[src/rtl/clint_timer_pkg.sv]
// -----------------------------------------------------------------------------
// clint_timer_pkg
// Shared definitions for the core-local interruptor:
//   - CLINT window offsets for msip, ssip, mtimecmp and mtime
//   - default bus width selected by the RV64I build define
//   - bus FSM state encoding and register-select encoding
//   - clint_decode(): maps a byte offset onto the register it addresses
// -----------------------------------------------------------------------------
package clint_timer_pkg;

  localparam logic [15:0] CLINT_MSIP        = 16'h0000;
  localparam logic [15:0] CLINT_SSIP        = 16'h0004;
  localparam logic [15:0] CLINT_MTIMECMP    = 16'h4000;
  localparam logic [15:0] CLINT_MTIMECMP_HI = 16'h4004;
  localparam logic [15:0] CLINT_MTIME       = 16'hBFF8;
  localparam logic [15:0] CLINT_MTIME_HI    = 16'hBFFC;

`ifdef RV64I
  localparam int DATA_SIZE_DEF = 64;
`else
  localparam int DATA_SIZE_DEF = 32;
`endif

  typedef enum logic {
    ST_IDLE = 1'b0,
    ST_ACK  = 1'b1
  } bus_state_e;

  typedef enum logic [2:0] {
    REG_NONE    = 3'd0,
    REG_MSIP    = 3'd1,
    REG_SSIP    = 3'd2,
    REG_CMP_LO  = 3'd3,
    REG_CMP_HI  = 3'd4,
    REG_TIME_LO = 3'd5,
    REG_TIME_HI = 3'd6
  } clint_reg_e;

  // Sub-word offsets resolve to their containing 32-bit word. On a 64-bit
  // bus the upper-half words of the timer pair are not addressable.
  function automatic clint_reg_e clint_decode(input logic [15:0] addr,
                                              input logic        wide);
    logic [15:0] word;
    clint_reg_e  sel;
    word = addr & 16'hFFFC;
    case (word)
      CLINT_MSIP:        sel = REG_MSIP;
      CLINT_SSIP:        sel = REG_SSIP;
      CLINT_MTIMECMP:    sel = REG_CMP_LO;
      CLINT_MTIMECMP_HI: sel = wide ? REG_NONE : REG_CMP_HI;
      CLINT_MTIME:       sel = REG_TIME_LO;
      CLINT_MTIME_HI:    sel = wide ? REG_NONE : REG_TIME_HI;
      default:           sel = REG_NONE;
    endcase
    return sel;
  endfunction

endpackage

[src/rtl/clint_byte_reg64.sv]
// -----------------------------------------------------------------------------
// clint_byte_reg64
// 64-bit register with byte-lane write masking, used for mtime and mtimecmp.
// On a 32-bit bus the write lands in the half chosen by wr_hi_i.
// A bus write touching any byte wins over the update path for the whole
// register in that cycle; untouched bytes keep their previous value.
// Ports:
//   clock, reset     clock and asynchronous active-low reset
//   upd_en_i         load upd_val_i this cycle (e.g. timer increment)
//   upd_val_i        64-bit update value
//   wr_en_i          bus write targets this register
//   wr_hi_i          32-bit bus only: write targets bits [63:32]
//   wr_sel_i         bus byte enables
//   wr_data_i        bus write data
//   q_o              registered register value
// -----------------------------------------------------------------------------
module clint_byte_reg64 #(
  parameter int          DATA_SIZE = 32,
  parameter logic [63:0] RST_VAL   = 64'h0
) (
  input  logic                   clock,
  input  logic                   reset,
  input  logic                   upd_en_i,
  input  logic [63:0]            upd_val_i,
  input  logic                   wr_en_i,
  input  logic                   wr_hi_i,
  input  logic [DATA_SIZE/8-1:0] wr_sel_i,
  input  logic [DATA_SIZE-1:0]   wr_data_i,
  output logic [63:0]            q_o
);

  logic [7:0]  lane_mask_s;
  logic [63:0] lane_data_s;
  logic        wr_any_s;
  logic [63:0] base_s;
  logic [63:0] reg_d;
  logic [63:0] reg_q;

  generate
    if (DATA_SIZE == 64) begin : g_wide
      logic unused_hi_s;
      assign unused_hi_s = wr_hi_i;
      assign lane_mask_s = wr_sel_i;
      assign lane_data_s = wr_data_i;
    end else begin : g_narrow
      // Data is replicated into both halves; the lane mask picks the half.
      assign lane_mask_s = wr_hi_i ? {wr_sel_i, 4'h0} : {4'h0, wr_sel_i};
      assign lane_data_s = {wr_data_i, wr_data_i};
    end
  endgenerate

  assign wr_any_s = wr_en_i & (|lane_mask_s);

  // Next-state: update path unless a write touches any byte, then overlay lanes.
  always_comb begin
    base_s = reg_q;
    reg_d  = reg_q;
    if (upd_en_i && !wr_any_s) begin
      base_s = upd_val_i;
    end else begin
      base_s = reg_q;
    end
    for (int b = 0; b < 8; b++) begin
      if (wr_en_i && lane_mask_s[b]) begin
        reg_d[b*8 +: 8] = lane_data_s[b*8 +: 8];
      end else begin
        reg_d[b*8 +: 8] = base_s[b*8 +: 8];
      end
    end
  end

  // Register storage.
  always_ff @(posedge clock or negedge reset) begin
    if (!reset) begin
      reg_q <= RST_VAL;
    end else begin
      reg_q <= reg_d;
    end
  end

  assign q_o = reg_q;

endmodule

[src/rtl/clint_timer.sv]
// -----------------------------------------------------------------------------
// clint_timer
// Core-local interruptor slave: msip/ssip software-interrupt bits and the
// 64-bit mtime/mtimecmp pair, exported to the CSR file. The timer compare is
// done in the CSR, not here.
// Ports:
//   clock, reset     system clock, asynchronous active-low reset
//   wb_cyc, wb_stb   bus cycle / strobe; request when both high
//   wb_we            1 = write, 0 = read
//   wb_addr          byte offset within the CLINT window
//   wb_sel           write byte enables
//   wb_dat_w         write data
//   wb_dat_r         read data, valid with wb_ack
//   wb_ack           one-cycle acknowledge, one cycle after the request
//   mem_msip/ssip    software-interrupt pending bits
//   mem_mtime        current mtime
//   mem_mtimecmp     current mtimecmp
// -----------------------------------------------------------------------------
module clint_timer
  import clint_timer_pkg::*;
#(
  parameter int DATA_SIZE = DATA_SIZE_DEF,
  parameter int PRESCALE  = 1
) (
  input  logic                   clock,
  input  logic                   reset,
  input  logic                   wb_cyc,
  input  logic                   wb_stb,
  input  logic                   wb_we,
  input  logic [15:0]            wb_addr,
  input  logic [DATA_SIZE/8-1:0] wb_sel,
  input  logic [DATA_SIZE-1:0]   wb_dat_w,
  output logic [DATA_SIZE-1:0]   wb_dat_r,
  output logic                   wb_ack,
  output logic                   mem_msip,
  output logic                   mem_ssip,
  output logic [63:0]            mem_mtime,
  output logic [63:0]            mem_mtimecmp
);

  localparam int            PW        = (PRESCALE > 1) ? $clog2(PRESCALE) : 1;
  localparam logic [PW-1:0] PRESC_MAX = PW'(PRESCALE - 1);

  bus_state_e             state_q;
  logic                   ack_q;
  logic [DATA_SIZE-1:0]   dat_r_q;
  logic                   msip_q, msip_d;
  logic                   ssip_q, ssip_d;
  logic [PW-1:0]          presc_q, presc_d;
  logic                   tick_s;
  logic                   accept_s;
  logic                   wr_fire_s;
  clint_reg_e             reg_s;
  logic [63:0]            mtime_s;
  logic [63:0]            mtimecmp_s;
  logic [63:0]            rd64_s;
  logic [DATA_SIZE-1:0]   rdata_s;
  logic                   time_wr_s;
  logic                   cmp_wr_s;

  assign reg_s     = clint_decode(wb_addr, DATA_SIZE == 64);
  assign accept_s  = (state_q == ST_IDLE) & wb_cyc & wb_stb;
  assign wr_fire_s = accept_s & wb_we;
  assign time_wr_s = wr_fire_s & ((reg_s == REG_TIME_LO) | (reg_s == REG_TIME_HI));
  assign cmp_wr_s  = wr_fire_s & ((reg_s == REG_CMP_LO)  | (reg_s == REG_CMP_HI));

  // Read-data mux; unmapped offsets read as zero.
  always_comb begin
    rd64_s = 64'h0;
    case (reg_s)
      REG_MSIP:    rd64_s = {63'h0, msip_q};
      REG_SSIP:    rd64_s = {63'h0, ssip_q};
      REG_CMP_LO: begin
        if (DATA_SIZE == 64) begin
          rd64_s = mtimecmp_s;
        end else begin
          rd64_s = {32'h0, mtimecmp_s[31:0]};
        end
      end
      REG_CMP_HI:  rd64_s = {32'h0, mtimecmp_s[63:32]};
      REG_TIME_LO: begin
        if (DATA_SIZE == 64) begin
          rd64_s = mtime_s;
        end else begin
          rd64_s = {32'h0, mtime_s[31:0]};
        end
      end
      REG_TIME_HI: rd64_s = {32'h0, mtime_s[63:32]};
      default:     rd64_s = 64'h0;
    endcase
  end

  assign rdata_s = rd64_s[DATA_SIZE-1:0];

  // Bus FSM: accept in IDLE, acknowledge for exactly one cycle in ACK.
  always_ff @(posedge clock or negedge reset) begin
    if (!reset) begin
      state_q <= ST_IDLE;
      ack_q   <= 1'b0;
      dat_r_q <= {DATA_SIZE{1'b0}};
    end else begin
      case (state_q)
        ST_IDLE: begin
          if (accept_s) begin
            state_q <= ST_ACK;
            ack_q   <= 1'b1;
            dat_r_q <= rdata_s;
          end else begin
            ack_q   <= 1'b0;
            dat_r_q <= {DATA_SIZE{1'b0}};
          end
        end
        ST_ACK: begin
          state_q <= ST_IDLE;
          ack_q   <= 1'b0;
          dat_r_q <= {DATA_SIZE{1'b0}};
        end
        default: begin
          state_q <= ST_IDLE;
          ack_q   <= 1'b0;
          dat_r_q <= {DATA_SIZE{1'b0}};
        end
      endcase
    end
  end

  // Software-interrupt bits: only bit 0 of byte lane 0 is stored.
  always_comb begin
    msip_d = msip_q;
    ssip_d = ssip_q;
    if (wr_fire_s && wb_sel[0]) begin
      if (reg_s == REG_MSIP) begin
        msip_d = wb_dat_w[0];
      end else if (reg_s == REG_SSIP) begin
        ssip_d = wb_dat_w[0];
      end else begin
        msip_d = msip_q;
        ssip_d = ssip_q;
      end
    end else begin
      msip_d = msip_q;
      ssip_d = ssip_q;
    end
  end

  // Software-interrupt bit storage.
  always_ff @(posedge clock or negedge reset) begin
    if (!reset) begin
      msip_q <= 1'b0;
      ssip_q <= 1'b0;
    end else begin
      msip_q <= msip_d;
      ssip_q <= ssip_d;
    end
  end

  // Prescaler: counts 0..PRESCALE-1, tick on wrap. Bus writes do not touch it.
  always_comb begin
    tick_s = (presc_q == PRESC_MAX);
    if (tick_s) begin
      presc_d = {PW{1'b0}};
    end else begin
      presc_d = presc_q + PW'(1);
    end
  end

  // Prescaler storage.
  always_ff @(posedge clock or negedge reset) begin
    if (!reset) begin
      presc_q <= {PW{1'b0}};
    end else begin
      presc_q <= presc_d;
    end
  end

  clint_byte_reg64 #(
    .DATA_SIZE (DATA_SIZE),
    .RST_VAL   (64'h0)
  ) u_mtime (
    .clock     (clock),
    .reset     (reset),
    .upd_en_i  (tick_s),
    .upd_val_i (mtime_s + 64'd1),
    .wr_en_i   (time_wr_s),
    .wr_hi_i   (reg_s == REG_TIME_HI),
    .wr_sel_i  (wb_sel),
    .wr_data_i (wb_dat_w),
    .q_o       (mtime_s)
  );

  clint_byte_reg64 #(
    .DATA_SIZE (DATA_SIZE),
    .RST_VAL   (64'hFFFF_FFFF_FFFF_FFFF)
  ) u_mtimecmp (
    .clock     (clock),
    .reset     (reset),
    .upd_en_i  (1'b0),
    .upd_val_i (64'h0),
    .wr_en_i   (cmp_wr_s),
    .wr_hi_i   (reg_s == REG_CMP_HI),
    .wr_sel_i  (wb_sel),
    .wr_data_i (wb_dat_w),
    .q_o       (mtimecmp_s)
  );

  assign wb_ack       = ack_q;
  assign wb_dat_r     = dat_r_q;
  assign mem_msip     = msip_q;
  assign mem_ssip     = ssip_q;
  assign mem_mtime    = mtime_s;
  assign mem_mtimecmp = mtimecmp_s;

endmodule
[config.mk]
export PLATFORM = sky130hd
export DESIGN_NAME = clint_timer
export DESIGN_NICKNAME = d
export VERILOG_FILES = /design/src/rtl/clint_timer_pkg.sv /design/src/rtl/clint_byte_reg64.sv /design/src/rtl/clint_timer.sv
export SDC_FILE = /design/constraint.sdc
export NUM_CORES = 1
export LEC_CHECK = 0
export ABC_AREA = 1
export CAP_MARGIN = 20
export CORE_UTILIZATION = 55
export DETAILED_ROUTE_END_ITERATION = 10
export GPL_ROUTABILITY_DRIVEN = 1
export GPL_TIMING_DRIVEN = 0
export PLACE_DENSITY = 0.86
export SETUP_SLACK_MARGIN = 0.5
export SYNTH_ARGS = -nofsm -noshare
export SYNTH_HDL_FRONTEND = slang
export SYNTH_SLANG_ARGS = --single-unit
[constraint.sdc]
create_clock -name clock -period 4.2 [get_ports clock]
set_input_delay 0.63 -clock clock [delete_from_list [all_inputs] [get_ports clock]]
set_output_delay 0.63 -clock clock [all_outputs]
set_load 0.03 [all_outputs]
## Word level (Yosys, flattened, before mapping)

Cells that the tools add are included.

- Add/sub/neg operators: 2
- Equality and inequality tests: 11
- Muxes and demuxes: 18
- Bitwise logic cells: 11
- Reduce and logical (&&, ||, !) cells: 31

Operator list:

| cell | count |
|---|---|
| one-hot mux 32 bit (6 select lines) | 1 |
| 2-to-1 mux 8 bit | 10 |
| adder 64 x 1 -> 64 bit (second input constant) | 1 |
| 2-to-1 mux 64 bit | 1 |
| one-hot mux 32 bit (2 select lines) | 1 |
| 2-to-1 mux 32 bit | 1 |
| equality test 14 x 13 -> 1 bit (second input constant) | 2 |
| equality test 14 bit (second input constant) | 2 |
| logical AND 1 bit | 18 |
| one-hot mux 3 bit (6 select lines) | 1 |
| zero test 16 bit | 1 |
| nonzero test 2 bit | 8 |
| equality test 14 x 1 -> 1 bit (second input constant) | 1 |
| equality test 3 bit (second input constant) | 3 |
| OR reduction 8 bit | 1 |
| bitwise AND 1 bit | 6 |
| equality test 3 x 2 -> 1 bit (second input constant) | 2 |
| equality test 3 x 1 -> 1 bit (second input constant) | 1 |
| inverter 1 bit | 3 |
| AND reduction 3 bit | 1 |
| 2-to-1 mux 1 bit | 2 |
| bitwise OR 1 bit | 2 |
| one-hot mux 1 bit (2 select lines) | 1 |
| AND reduction 2 bit | 1 |
| 2 further kinds | 2 |

- Register bits after elaboration: 164
- Input bits: 57
- Word-level logic and storage cells: 94

## Longest topological paths before layout

- Word-level depth: 10
- Depth in mapped cells: 12

## Cells and area by module

A second synthesis with hierarchy kept.

- Cells, all modules: 1726
- Area total of the unflattened synthesis: 11063.1 um^2

By module, submodules not included:

| module | times used | cells each | area an instance (um^2) | seq. area each (um^2) |
|---|---|---|---|---|
| clint_timer | 1 | 802 | 4391.7 | 875.8 |
| clint_byte_reg64 (u_mtimecmp) | 1 | 462 | 3375.7 | 1681.6 |
| clint_byte_reg64 (u_mtime) | 1 | 462 | 3295.7 | 1601.5 |

## Worst setup path after synthesis

Ideal clock, no wire load.

- Path type: reg-to-reg
- From: reg u_mtime.reg_q[0] (netlist: u_mtime.q_o[0])
- To: reg u_mtime.reg_q[58] (netlist: u_mtime.q_o[58])
- Arrival time: 1813 ps
- Path slack: 2262 ps
- Stages on the path, launching flop included: 13
- Path buffers: 0
- Clock period less this slack: 1938 ps
- Cells stage by stage: dfrtp_1 ha_1 inv_1 nor2_4 nand2_1 nor2_2 nand2_1 inv_1 nand2_1 nand2_1 nand2_1 nand2_1 nand3_1

- Longest elaborated chain between the ends: 3

Ends and longest elaborated chain:

| element | line | RTL |
|---|---|---|
| start, declared | clint_byte_reg64.sv:37 | `logic [63:0] reg_q;` |
| start signal, assigned | clint_byte_reg64.sv:77 | `reg_q <= reg_d;` |
| adder 64 x 1 -> 64 bit | clint_timer.sv:183 | `.upd_val_i (mtime_s + 64'd1),` |
| 2-to-1 mux 64 bit | clint_byte_reg64.sv:58 | `if (upd_en_i && !wr_any_s) begin` |
| 2-to-1 mux 8 bit | clint_byte_reg64.sv:64 | `if (wr_en_i && lane_mask_s[b]) begin` |

Every way passes these cells. The select of a mux whose other input is x is not followed.
A chain may end at the register's enable or synchronous reset.

## Worst setup path in the final report

- From: in wb_addr[2]
- To: reg dat_r_q[29] (netlist: wb_dat_r[29])

- Longest elaborated chain between the ends: 6
- Elaborated cells on any way between the ends: 16
- Classes of those cells: eq/ne (11); mux (4); reduce/logical (1)

Ends and longest elaborated chain:

| element | line | RTL |
|---|---|---|
| start, declared | clint_timer.sv:30 | `input logic [15:0] wb_addr,` |
| equality test 14 bit, or another cell as far along | clint_timer_pkg.sv:46 | `case (word)` |
| one-hot mux 3 bit (6 select lines) * | clint_timer_pkg.sv:46 |  |
| equality test 3 bit, or another cell as far along | clint_timer.sv:70 | `case (reg_s)` |
| one-hot mux 32 bit (6 select lines) * | clint_timer.sv:70 |  |
| 2-to-1 mux 32 bit * | clint_timer.sv:104 | `if (accept_s) begin` |
| one-hot mux 32 bit (2 select lines) * | clint_timer.sv:102 | `case (state_q)` |
| end signal, assigned | clint_timer.sv:100 | `dat_r_q <= {DATA_SIZE{1'b0}};` |
| end signal, assigned | clint_timer.sv:107 | `dat_r_q <= rdata_s;` |
| end signal, assigned | clint_timer.sv:110 | `dat_r_q <= {DATA_SIZE{1'b0}};` |
| end, declared | clint_timer.sv:46 | `logic [DATA_SIZE-1:0] dat_r_q;` |

Mark *: on every way between the ends. The rest lies on a longest branch, timed or not.

==> impl_results.md <==
* Status: finished clean
* Layout cells sized above 1 at 0.0892
* Hold Path Class: primary input to asynchronous set/reset pin
* Final HPWL DP at approximately 31 mm
* CTS sink cnt at 163
* Cells after Synth at 1510
* Slew headroom at 0.359
* Worst vdd ir at 0.275 mV
* Mean number of vias per cell at 6.02
* Top cells by area, synth: dfrtp_1, nand2_1, dfstp_2
* DRC at 0
* Final nets at approximately 1800
* Final critical-path setup slack at 1.24 ns
* Post-DRT Antenna Nets at 0
* Dominant cell type by area after synthesis: dfrtp_1
* Tcrit/Tclk final at 0.704
* Register-to-register setup slack at 1.79 ns
* Clk pin slew, worst setup/hold paths at 0.07 ns
* Crit path DAT at between 3 and 4 ns
* Setup WS pre-CTS at 1.06 ns
* Post-Synthesis Cell Area at 0.00997 sq mm
* Starting density of the core at 0.570
* H-tree levels at 4
* RSZ-0062 raised after global routing: no
* Synth cell types at 33
* Setup bufs post-CTS at 0
* Worst-Margin Slew at 0.962 ns
* Global-route wire length before repair at 63.0 mm
* Critical Path Start Type: primary input
* Setup TNS at 0 ns
* 1st-iter DRT viols at 1590
* Routability congestion estimate at 1.03
* Number of global-route vias before repair at 11237
* Die Width at ~140 um
* Final Max Tran Viols at 0
* Total overflow reported by the global router at 0
* Placed Cells at 1953
* Pre-Repair DR Iteration Count at 7
* # IOs at 220
* CTS Buffer Depth at 2
* Yosys reg bits at 163
* Asr flop ratio synth at 1.00
* Total number of vias at around 12000
* Post-route cell area at 0.0130 sq mm
* Core Footprint at 0.0175 sq mm
* Mean Syn Cell Area at 6.60 sq um
* Most frequent cells in the layout: nand2_1, nor2_1, clkdlybuf4s50_1
* Ys Warns at 0
* CTS tree: built
* Worst setup EP type: flip-flop
* Commonest non-fill, non-tap cell in the layout: nand2_1
* CTS root buffer: clkbuf_16
* CTS resizes at 0
* Largest net degree at the start of global routing at slightly above 80
* Most used DFF post-synth: dfrtp_1
* Worst Path Required at ~4.6 ns
* Peak fanout along the critical path at 10
* Placed instance area at 0.0124 sq mm
* Min cycle time layout at a little under 3 ns
* Post-synth net total at 1568
* Leak pwr at ~0.0059 uW
* Die area at 0.0187 sq mm
* Port buffer count at 217
* Die height at approximately 140 um
* Hold buffer count at cts at 0
* Post-synth EDFFs at 0
* Max Cap Violations at 0
* # rows at 48
* Fmax achieved at 338 MHz
* Sequential share of the synthesized area at 0.417
* Final Setup Violations at 0
* Antenna diode count at 0
* Share of the synthesized area in the top cell type at 0.249
* Initial antenna violation count at 0
* Skew final at between 0.01 and 0.015 ns
* Power density cells at 274 mW/mm^2
* Latest clock arrival within the worst-skew pair at 0.44 ns
* Post-route insts no fill at between 1500 and 2000
* DRT Wirelength at 42.0 mm
* Overall routing resource usage at 0.460
* Number of CTS-inserted buffers at 17
* Kind of critical path: primary input to flip-flop
* Area Growth Syn to Fin at 30.8%
* Routed wire per std cell at 21.2 um
* Final core occ at 0.746
* Hold Violations, Final at 0
worst paths after layout:
check                                endpoint              start  cells past startpoint
setup / recovery                 wb_dat_r[29]         wb_addr[2]                      8
setup reg to reg              u_mtime.q_o[56]     u_mtime.q_o[0]                     10
hold / removal                   wb_dat_r[14]              reset                      1
max in group asynchronous  u_mtimecmp.q_o[16]              reset                      2
hold reg to reg             u_mtimecmp.q_o[4]  u_mtimecmp.q_o[4]                      2
min in group clock          u_mtimecmp.q_o[4]  u_mtimecmp.q_o[4]                      2
registers in the layout, indices dropped and copies added, names as in the netlist:
name / flops
mem_msip: 1
u_mtime.q_o: 64
wb_ack: 1
mem_ssip: 1
wb_dat_r: 32
u_mtimecmp.q_o: 64
per-layer routing:
layer	vias to the layer above	track usage	share of wire
li1	5253	-	-
met5	-	0	0
met4	0	0.261	0.065
met2	1044	0.701	0.44
met1	5426	0.587	0.36
met3	226	0.127	0.14
kinds of logic after synthesis:
kind of cell | Yosys count | synth area share
and+or+nand+nor | 1006 | 0.421
buffers and inverters | 183 | 0.0718
DFF | 163 | 0.417
AOI/OAI and AO/OA | 138 | 0.0717
xor gates and xnor gates | 19 | 0.0167
adders and majority gates | 1 | 0.00126
critical path, cell delays in order:
cell,delay (ns)
clkdlybuf4s50_1,0.55
inv_1,0.08
nor2_1,0.31
nand2_1,0.45
clkbuf_1,0.54
o22ai_1,0.56
nor2_1,0.08
nor2_1,0.12
stage by stage:
stage,power (uW),hold slack [ns]
finish,3570,0.200
global route,3640,0.288
CTS,3550,0.258
detailed placement,2000,0.494
global placement,1980,0.483
floorplan,1810,0.334
Yosys cell counts, types with 2 or more instances:
library cell	n
o22ai_1	9
dfrtp_1	99
nor2_2	17
nand3_1	138
and2_1	7
a22oi_1	2
a21oi_1	2
nor3_1	10
nand2_2	2
nor3_4	2
o21ai_1	4
nand4_1	28
inv_2	11
nor2_1	224
xor2_1	15
xnor2_1	4
o21ai_0	118
nand2_1	567
buf_2	14
nor2_4	8
inv_1	140
dfstp_2	64
clkbuf_1	15
power breakdown:
group / total (uW) / leakage (uW) / internal, uW / switching [uW]
clock: 1590 / 0.000288 / 853 / 733
combinational: 337 / 0.00374 / 130 / 207
sequential: 1650 / 0.00189 / 1600 / 50.9
total: 3570 / 0.00592 / 2580 / 991
area by class of cell:
| cell class | instances | area (sq um) |
|---|---|---|
| well taps | 225 | 282 |
| flip-flops and latches | 163 | 4160 |
| clock inverters | 14 | 148 |
| clock buffers | 18 | 439 |
| inverters | 152 | 571 |
| multi-input cells | 1164 | 5090 |
| plain buffers | 31 | 145 |
| fillers | 1318 | 4440 |
| repair buffers | 218 | 2200 |
(Power assumes the default switching activity.)
